<file path="config.mk">
export PLATFORM = sky130hd
export DESIGN_NAME = bcd_countdown_mmss_flat
export DESIGN_NICKNAME = d
export VERILOG_FILES = /design/src/rtl/bcd_countdown_mmss_if.sv /design/src/rtl/bcd_countdown_mmss.sv /design/src/flat_wrapper.sv
export SDC_FILE = /design/constraint.sdc
export NUM_CORES = 1
export LEC_CHECK = 0
export CORE_MARGIN = 5
export CORE_UTILIZATION = 51
export DETAILED_ROUTE_END_ITERATION = 10
export DONT_BUFFER_PORTS = 1
export GPL_TIMING_DRIVEN = 0
export PLACE_DENSITY = 0.66
export SLEW_MARGIN = 20
export SYNTH_ARGS = -nofsm -noshare
export SYNTH_HDL_FRONTEND = slang
export SYNTH_SLANG_ARGS = --single-unit
</file>
<file path="constraint.sdc">
create_clock -name clock -period 2.3 [get_ports clock]
set_input_delay 0.23 -clock clock [delete_from_list [all_inputs] [get_ports clock]]
set_output_delay 0.23 -clock clock [all_outputs]
set_load 0.01 [all_outputs]
</file>
<file path="src/rtl/bcd_countdown_mmss_if.sv">
// Control, load and status bundle of the BCD mm:ss countdown timer.
// The master drives the strobes and load digits. The slave (the timer) drives the digits and the status flags.
interface bcd_countdown_mmss_if;
    logic       tick;
    logic       load;
    logic [2:0] load_min10;
    logic [3:0] load_min;
    logic [2:0] load_sec10;
    logic [3:0] load_sec;
    logic       start;
    logic       pause;
    logic       stop;

    logic [2:0] min10;
    logic [3:0] min;
    logic [2:0] sec10;
    logic [3:0] sec;
    logic       running;
    logic       paused;
    logic       expired;
    logic       load_err;

    modport master (
        output tick, load, load_min10, load_min, load_sec10, load_sec,
               start, pause, stop,
        input  min10, min, sec10, sec, running, paused, expired, load_err
    );

    modport slave (
        input  tick, load, load_min10, load_min, load_sec10, load_sec,
               start, pause, stop,
        output min10, min, sec10, sec, running, paused, expired, load_err
    );
endinterface

</file>
<file path="src/rtl/bcd_countdown_mmss.sv">
// Loadable BCD minutes:seconds countdown timer. It counts down on tick strobes and pulses expired at 00:00.
// All state changes on the falling edge of clock, matching the companion mod-60 up-counter.
module bcd_countdown_mmss #(
    parameter int unsigned MIN_TENS_MAX = 5
) (
    input  logic                 clock,
    input  logic                 reset_n,
    bcd_countdown_mmss_if.slave  bus
);

    localparam logic [2:0] MIN10_LIMIT = 3'(MIN_TENS_MAX);

    typedef enum logic [1:0] {
        IDLE,
        RUN,
        PAUSED,
        DONE
    } state_t;

    typedef struct packed {
        logic [2:0] min10;
        logic [3:0] min;
        logic [2:0] sec10;
        logic [3:0] sec;
    } mmss_t;

    state_t state_q, state_d;
    mmss_t  value_q, value_d;
    logic   expired_q, expired_d;
    logic   load_err_q, load_err_d;

    mmss_t  load_value;
    mmss_t  dec_value;
    logic   load_valid;
    logic   value_zero;
    logic   dec_zero;
    logic   can_load;
    logic   can_start;

    // A borrow ripples toward the minutes digits only when a lower digit is already zero.
    function automatic mmss_t decrement(input mmss_t v);
        mmss_t r;
        r = v;
        if (v.sec != 4'd0) begin
            r.sec = v.sec - 4'd1;
        end else begin
            r.sec = 4'd9;
            if (v.sec10 != 3'd0) begin
                r.sec10 = v.sec10 - 3'd1;
            end else begin
                r.sec10 = 3'd5;
                if (v.min != 4'd0) begin
                    r.min = v.min - 4'd1;
                end else begin
                    r.min   = 4'd9;
                    r.min10 = v.min10 - 3'd1;
                end
            end
        end
        return r;
    endfunction

    assign load_value = '{min10: bus.load_min10, min: bus.load_min,
                          sec10: bus.load_sec10, sec: bus.load_sec};

    assign load_valid = (bus.load_min   <= 4'd9) &&
                        (bus.load_sec   <= 4'd9) &&
                        (bus.load_sec10 <= 3'd5) &&
                        (bus.load_min10 <= MIN10_LIMIT);

    assign value_zero = (value_q == '0);
    assign dec_value  = decrement(value_q);
    assign dec_zero   = (dec_value == '0);
    assign can_load   = (state_q != RUN);
    assign can_start  = (state_q == IDLE) || (state_q == PAUSED);

    // Next-state logic. The if/else chain encodes the per-edge priority: stop, then load, start, pause, tick.
    // A load in RUN is not accepted, so it falls through to the lower-priority strobes.
    always_comb begin
        // NOTE: every variable gets a default first so no path through the chain leaves it unassigned (no latch).
        state_d    = state_q;
        value_d    = value_q;
        expired_d  = 1'b0;
        load_err_d = 1'b0;

        if (bus.stop) begin
            state_d = IDLE;
        end else if (bus.load && can_load) begin
            if (load_valid) begin
                value_d = load_value;
                state_d = IDLE;
            end else begin
                load_err_d = 1'b1;
            end
        end else if (bus.start && can_start) begin
            if (value_zero) begin
                state_d   = DONE;
                expired_d = 1'b1;
            end else begin
                state_d = RUN;
            end
        end else if (bus.pause && (state_q == RUN)) begin
            state_d = PAUSED;
        end else if (bus.tick && (state_q == RUN)) begin
            value_d = dec_value;
            if (dec_zero) begin
                state_d   = DONE;
                expired_d = 1'b1;
            end
        end
    end

    // NOTE: sequential state uses non-blocking assignments so every register samples pre-edge values.
    always_ff @(negedge clock) begin
        if (!reset_n) begin
            state_q    <= IDLE;
            value_q    <= '0;
            expired_q  <= 1'b0;
            load_err_q <= 1'b0;
        end else begin
            state_q    <= state_d;
            value_q    <= value_d;
            expired_q  <= expired_d;
            load_err_q <= load_err_d;
        end
    end

    assign bus.min10    = value_q.min10;
    assign bus.min      = value_q.min;
    assign bus.sec10    = value_q.sec10;
    assign bus.sec      = value_q.sec;
    assign bus.running  = (state_q == RUN);
    assign bus.paused   = (state_q == PAUSED);
    assign bus.expired  = expired_q;
    assign bus.load_err = load_err_q;

endmodule

</file>
<file path="src/flat_wrapper.sv">
// flat-port wrapper written by rule: the top's interface ports become plain ports
module bcd_countdown_mmss_flat 
#(
    parameter int unsigned MIN_TENS_MAX = 5
)
  (clock, reset_n, bus_tick, bus_load, bus_load_min10, bus_load_min, bus_load_sec10, bus_load_sec, bus_start, bus_pause, bus_stop, bus_min10, bus_min, bus_sec10, bus_sec, bus_running, bus_paused, bus_expired, bus_load_err);
  bcd_countdown_mmss_if bus_i ();
  input  logic clock;
  input  logic reset_n;
  input wire logic [$bits(bus_i.tick)-1:0] bus_tick;
  input wire logic [$bits(bus_i.load)-1:0] bus_load;
  input wire logic [$bits(bus_i.load_min10)-1:0] bus_load_min10;
  input wire logic [$bits(bus_i.load_min)-1:0] bus_load_min;
  input wire logic [$bits(bus_i.load_sec10)-1:0] bus_load_sec10;
  input wire logic [$bits(bus_i.load_sec)-1:0] bus_load_sec;
  input wire logic [$bits(bus_i.start)-1:0] bus_start;
  input wire logic [$bits(bus_i.pause)-1:0] bus_pause;
  input wire logic [$bits(bus_i.stop)-1:0] bus_stop;
  output wire logic [$bits(bus_i.min10)-1:0] bus_min10;
  output wire logic [$bits(bus_i.min)-1:0] bus_min;
  output wire logic [$bits(bus_i.sec10)-1:0] bus_sec10;
  output wire logic [$bits(bus_i.sec)-1:0] bus_sec;
  output wire logic [$bits(bus_i.running)-1:0] bus_running;
  output wire logic [$bits(bus_i.paused)-1:0] bus_paused;
  output wire logic [$bits(bus_i.expired)-1:0] bus_expired;
  output wire logic [$bits(bus_i.load_err)-1:0] bus_load_err;
  assign bus_i.tick = bus_tick;
  assign bus_i.load = bus_load;
  assign bus_i.load_min10 = bus_load_min10;
  assign bus_i.load_min = bus_load_min;
  assign bus_i.load_sec10 = bus_load_sec10;
  assign bus_i.load_sec = bus_load_sec;
  assign bus_i.start = bus_start;
  assign bus_i.pause = bus_pause;
  assign bus_i.stop = bus_stop;
  assign bus_min10 = bus_i.min10;
  assign bus_min = bus_i.min;
  assign bus_sec10 = bus_i.sec10;
  assign bus_sec = bus_i.sec;
  assign bus_running = bus_i.running;
  assign bus_paused = bus_i.paused;
  assign bus_expired = bus_i.expired;
  assign bus_load_err = bus_i.load_err;
  bcd_countdown_mmss #(.MIN_TENS_MAX(MIN_TENS_MAX)) u_core (.clock(clock), .reset_n(reset_n), .bus(bus_i));
endmodule
</file>
==> results of run 1 <==
[per-layer routing]
| layer | track usage [%] | routed length [µm] | vias to the layer above |
|---|---|---|---|
| met5 | 0 | 0 | - |
| met4 | 13.61 | 116 | 0 |
| met3 | 7.991 | 515 | 14 |
| met2 | 38.58 | 2084 | 110 |
| met1 | 30.65 | 1750 | 698 |
| li1 | - | - | 692 |
[repair_timing]
action | 4_1_cts | 5_1_grt
setup endpoints to repair | 3 | 13
pin swaps | 1 | 2
resized for setup | 8 | 11
buffers inserted | 1 | 4
[report_power, final]
| part | internal (W) | switching [W] |
|---|---|---|
| clock | 0.000104 | 0.000198 |
| combinational | 0.0000874 | 0.000120 |
| sequential | 0.000324 | 0.0000217 |
| total | 0.000516 | 0.000340 |
[cells in the final DEF, fill, tap and decap left out, types with 3 or more instances in the layout]
cell and count:
a211oi_1 4, a21oi_1 14, buf_4 6, clkbuf_4 4
dfxtp_1 12, dfxtp_2 5, inv_1 22, nand2_1 7
nand3_1 7, nand4_1 4, nor2_1 19, nor3_1 4
nor3b_1 3, o21ai_0 9, o31ai_1 5
[sequential cells by signal (all words and copies together) (netlist names)]
name,count
u_core.bus.load_err,1
u_core.bus.min,4
u_core.bus.sec10,3
u_core.state_q,2
u_core.bus.expired,1
u_core.bus.min10,3
u_core.bus.sec,4
[kinds of logic after synthesis]
kind of cell | count (synthesis) | share of synthesized area, %
compound gates | 57 | 30.96
fa+ha+maj | 2 | 1.978
buf+inv | 16 | 6.033
flops | 18 | 28.49
mux | 3 | 2.473
simple gates | 69 | 30.07
[tightest hold or removal path: stages, from the launching register on]
cell and delay [ns]:
dfxtp_2 0.33, o211ai_1 0.09, o21ai_1 0.07
[final timing paths]
kind | endpoint | from | slack (ns) | cells past startpoint
setup / recovery | bus_running | u_core.state_q[1]$_SDFFE_NP0P_ | -0.004 | 2
hold / removal | u_core.state_q[1]$_SDFFE_NP0P_ | u_core.state_q[1]$_SDFFE_NP0P_ | 0.54 | 2
setup reg to reg | u_core.bus.min10[1]$_SDFFE_NN0P_ | u_core.bus.sec[3]$_SDFFE_NN0P_ | 0.19 | 6
hold reg to reg | u_core.state_q[1]$_SDFFE_NP0P_ | u_core.state_q[1]$_SDFFE_NP0P_ | 0.54 | 2
[cell type report]
type                            count  share of cell area (%)
Tap cell                           30                   2.455
Clock buffer                        3                   1.473
Timing Repair Buffer                5                   2.455
Buffer                              9                   3.846
Sequential cell                    18                   24.22
Clock inverter                     19                   4.746
Multi-Input combinational cell    131                   59.17
Inverter                            6                   1.637
[metrics by stage]
step	setup TNS, ns	utilization [%]	instances
finish	-0.003948	62.86	221
global route	-0.06636	62.86	221
CTS	-0.02400	60.44	217
global placement	-4.124	55.50	195
floorplan	-1.475	-	165
detailed placement	-4.248	55.50	195
==> metrics.txt, run 1 <==
Static Leak=0.6269 nW; area share of the leading cell type in the synthesized netlist=28.49%; largest net degree at the start of global routing=11; RePlAce Congestion=0.8790; vias in the first global route=1515; Multi-input gate area=904.6 µm²; hold_ws=0.5396 ns; router iterations before antenna repair=5; Final ANT Viol Nets=0; Netlist cell types=53; synth warn=0; Critical Path RT=2.07 ns; CTS tree=built; crit-path max cell delay=0.33 ns; number of port buffers=0; GR Overflow Total=0; Slowest-stage cell, CP=dfxtp_2; cts bufs inserted=3; Overall Power=0.0008556 W; final-report setup violation count=1; hpwl dp=3093 µm; RSZ-0062 raised after global routing=yes; Avg WL per Cell=20.21 µm; fin. max-slew vios=0; DRC Markers=0; area leader, netlist=dfxtp_1; worst path bufs/invs=1; Initial Util=52.01%; CP Capture Type=output pin; Die Wd=59.80 µm; clock root cell=clkbuf_4; Mapped Area=1265 µm²; worst skew pair latency=0.39 ns; FF+latch area=370.4 µm²; Max-Cap Viols=0; Final #Nets=215; Core Area=2432 µm²; clock skew=0.03057 ns; worst slack, placed=-0.3944 ns; Cell Chain, Critical Path=nand2b_4 > inv_4; outcome=finished, violations left; Mapped Nets=188; Area Overhead vs Synth=20.87%; Die Area=3576 µm²; max_slew headroom=67.97%; chip height=59.80 µm; Reg clk slew, reported paths=0.04 ns; most common cell in the netlist=nor2_1; layout cells sized above 1=21.47%; Least-Margin Pin Slew=0.4804 ns; DR vias=1514; Worst path top cell family by delay=flip-flops; Ant. Diodes=0; synth top area cells=dfxtp_1, nor2_1, a21oi_1, o21ai_0, nand3_1; critical setup path kind=flip-flop to output pin; final non-filler cell area=1529 µm²; ys flop type=dfxtp_1; VDD IR max=0.3407 mV; Hold Path Class=flip-flop to flip-flop; initial antenna violation count=0; CTS max path bufs=2; fraction of registers with async set/reset=0%; fillers=233; EDFF count, synth=0; Total GRT Usage=25.04%; htree depth=1; Worst Path Arrival=2.07 ns; worst setup margin=-0.003948 ns; Avg Vias per Cell=6.851; DP Area=1350 µm²; PwrDens=559.6 nW/µm²; first-pass GRT wire length=6810 µm; WL final=4466 µm; starting DRC count in detailed routing=126; cell count after synthesis=165; post-synthesis sequential area ratio=28.49%; Sink Count=18; std cell rows=18; final hold violations=0; startpoint types=flip-flop; Commonest cells post-synth=nor2_1, dfxtp_1, a21oi_1, o21ai_0, nand2_1; hold buffer count at cts=0; Critical Path Fanout Max=4; #FFs+latches synth=18; failing checks=setup timing; Top Ports=39; Avg Cell Area, Syn=7.666 µm²
Power figures use the tool's default switching activity.
==> run 2: changes to the inputs <==
--- a/config.mk
+++ b/config.mk
@@ -7,6 +7,7 @@
 export LEC_CHECK = 0
 export CORE_MARGIN = 5
 export CORE_UTILIZATION = 51
+export CTS_CLUSTER_DIAMETER = 100
 export DETAILED_ROUTE_END_ITERATION = 10
 export DONT_BUFFER_PORTS = 1
 export GPL_TIMING_DRIVEN = 0
==> results of run 2 <==
Final layout, timing and power as in run 1 (identical DEF).
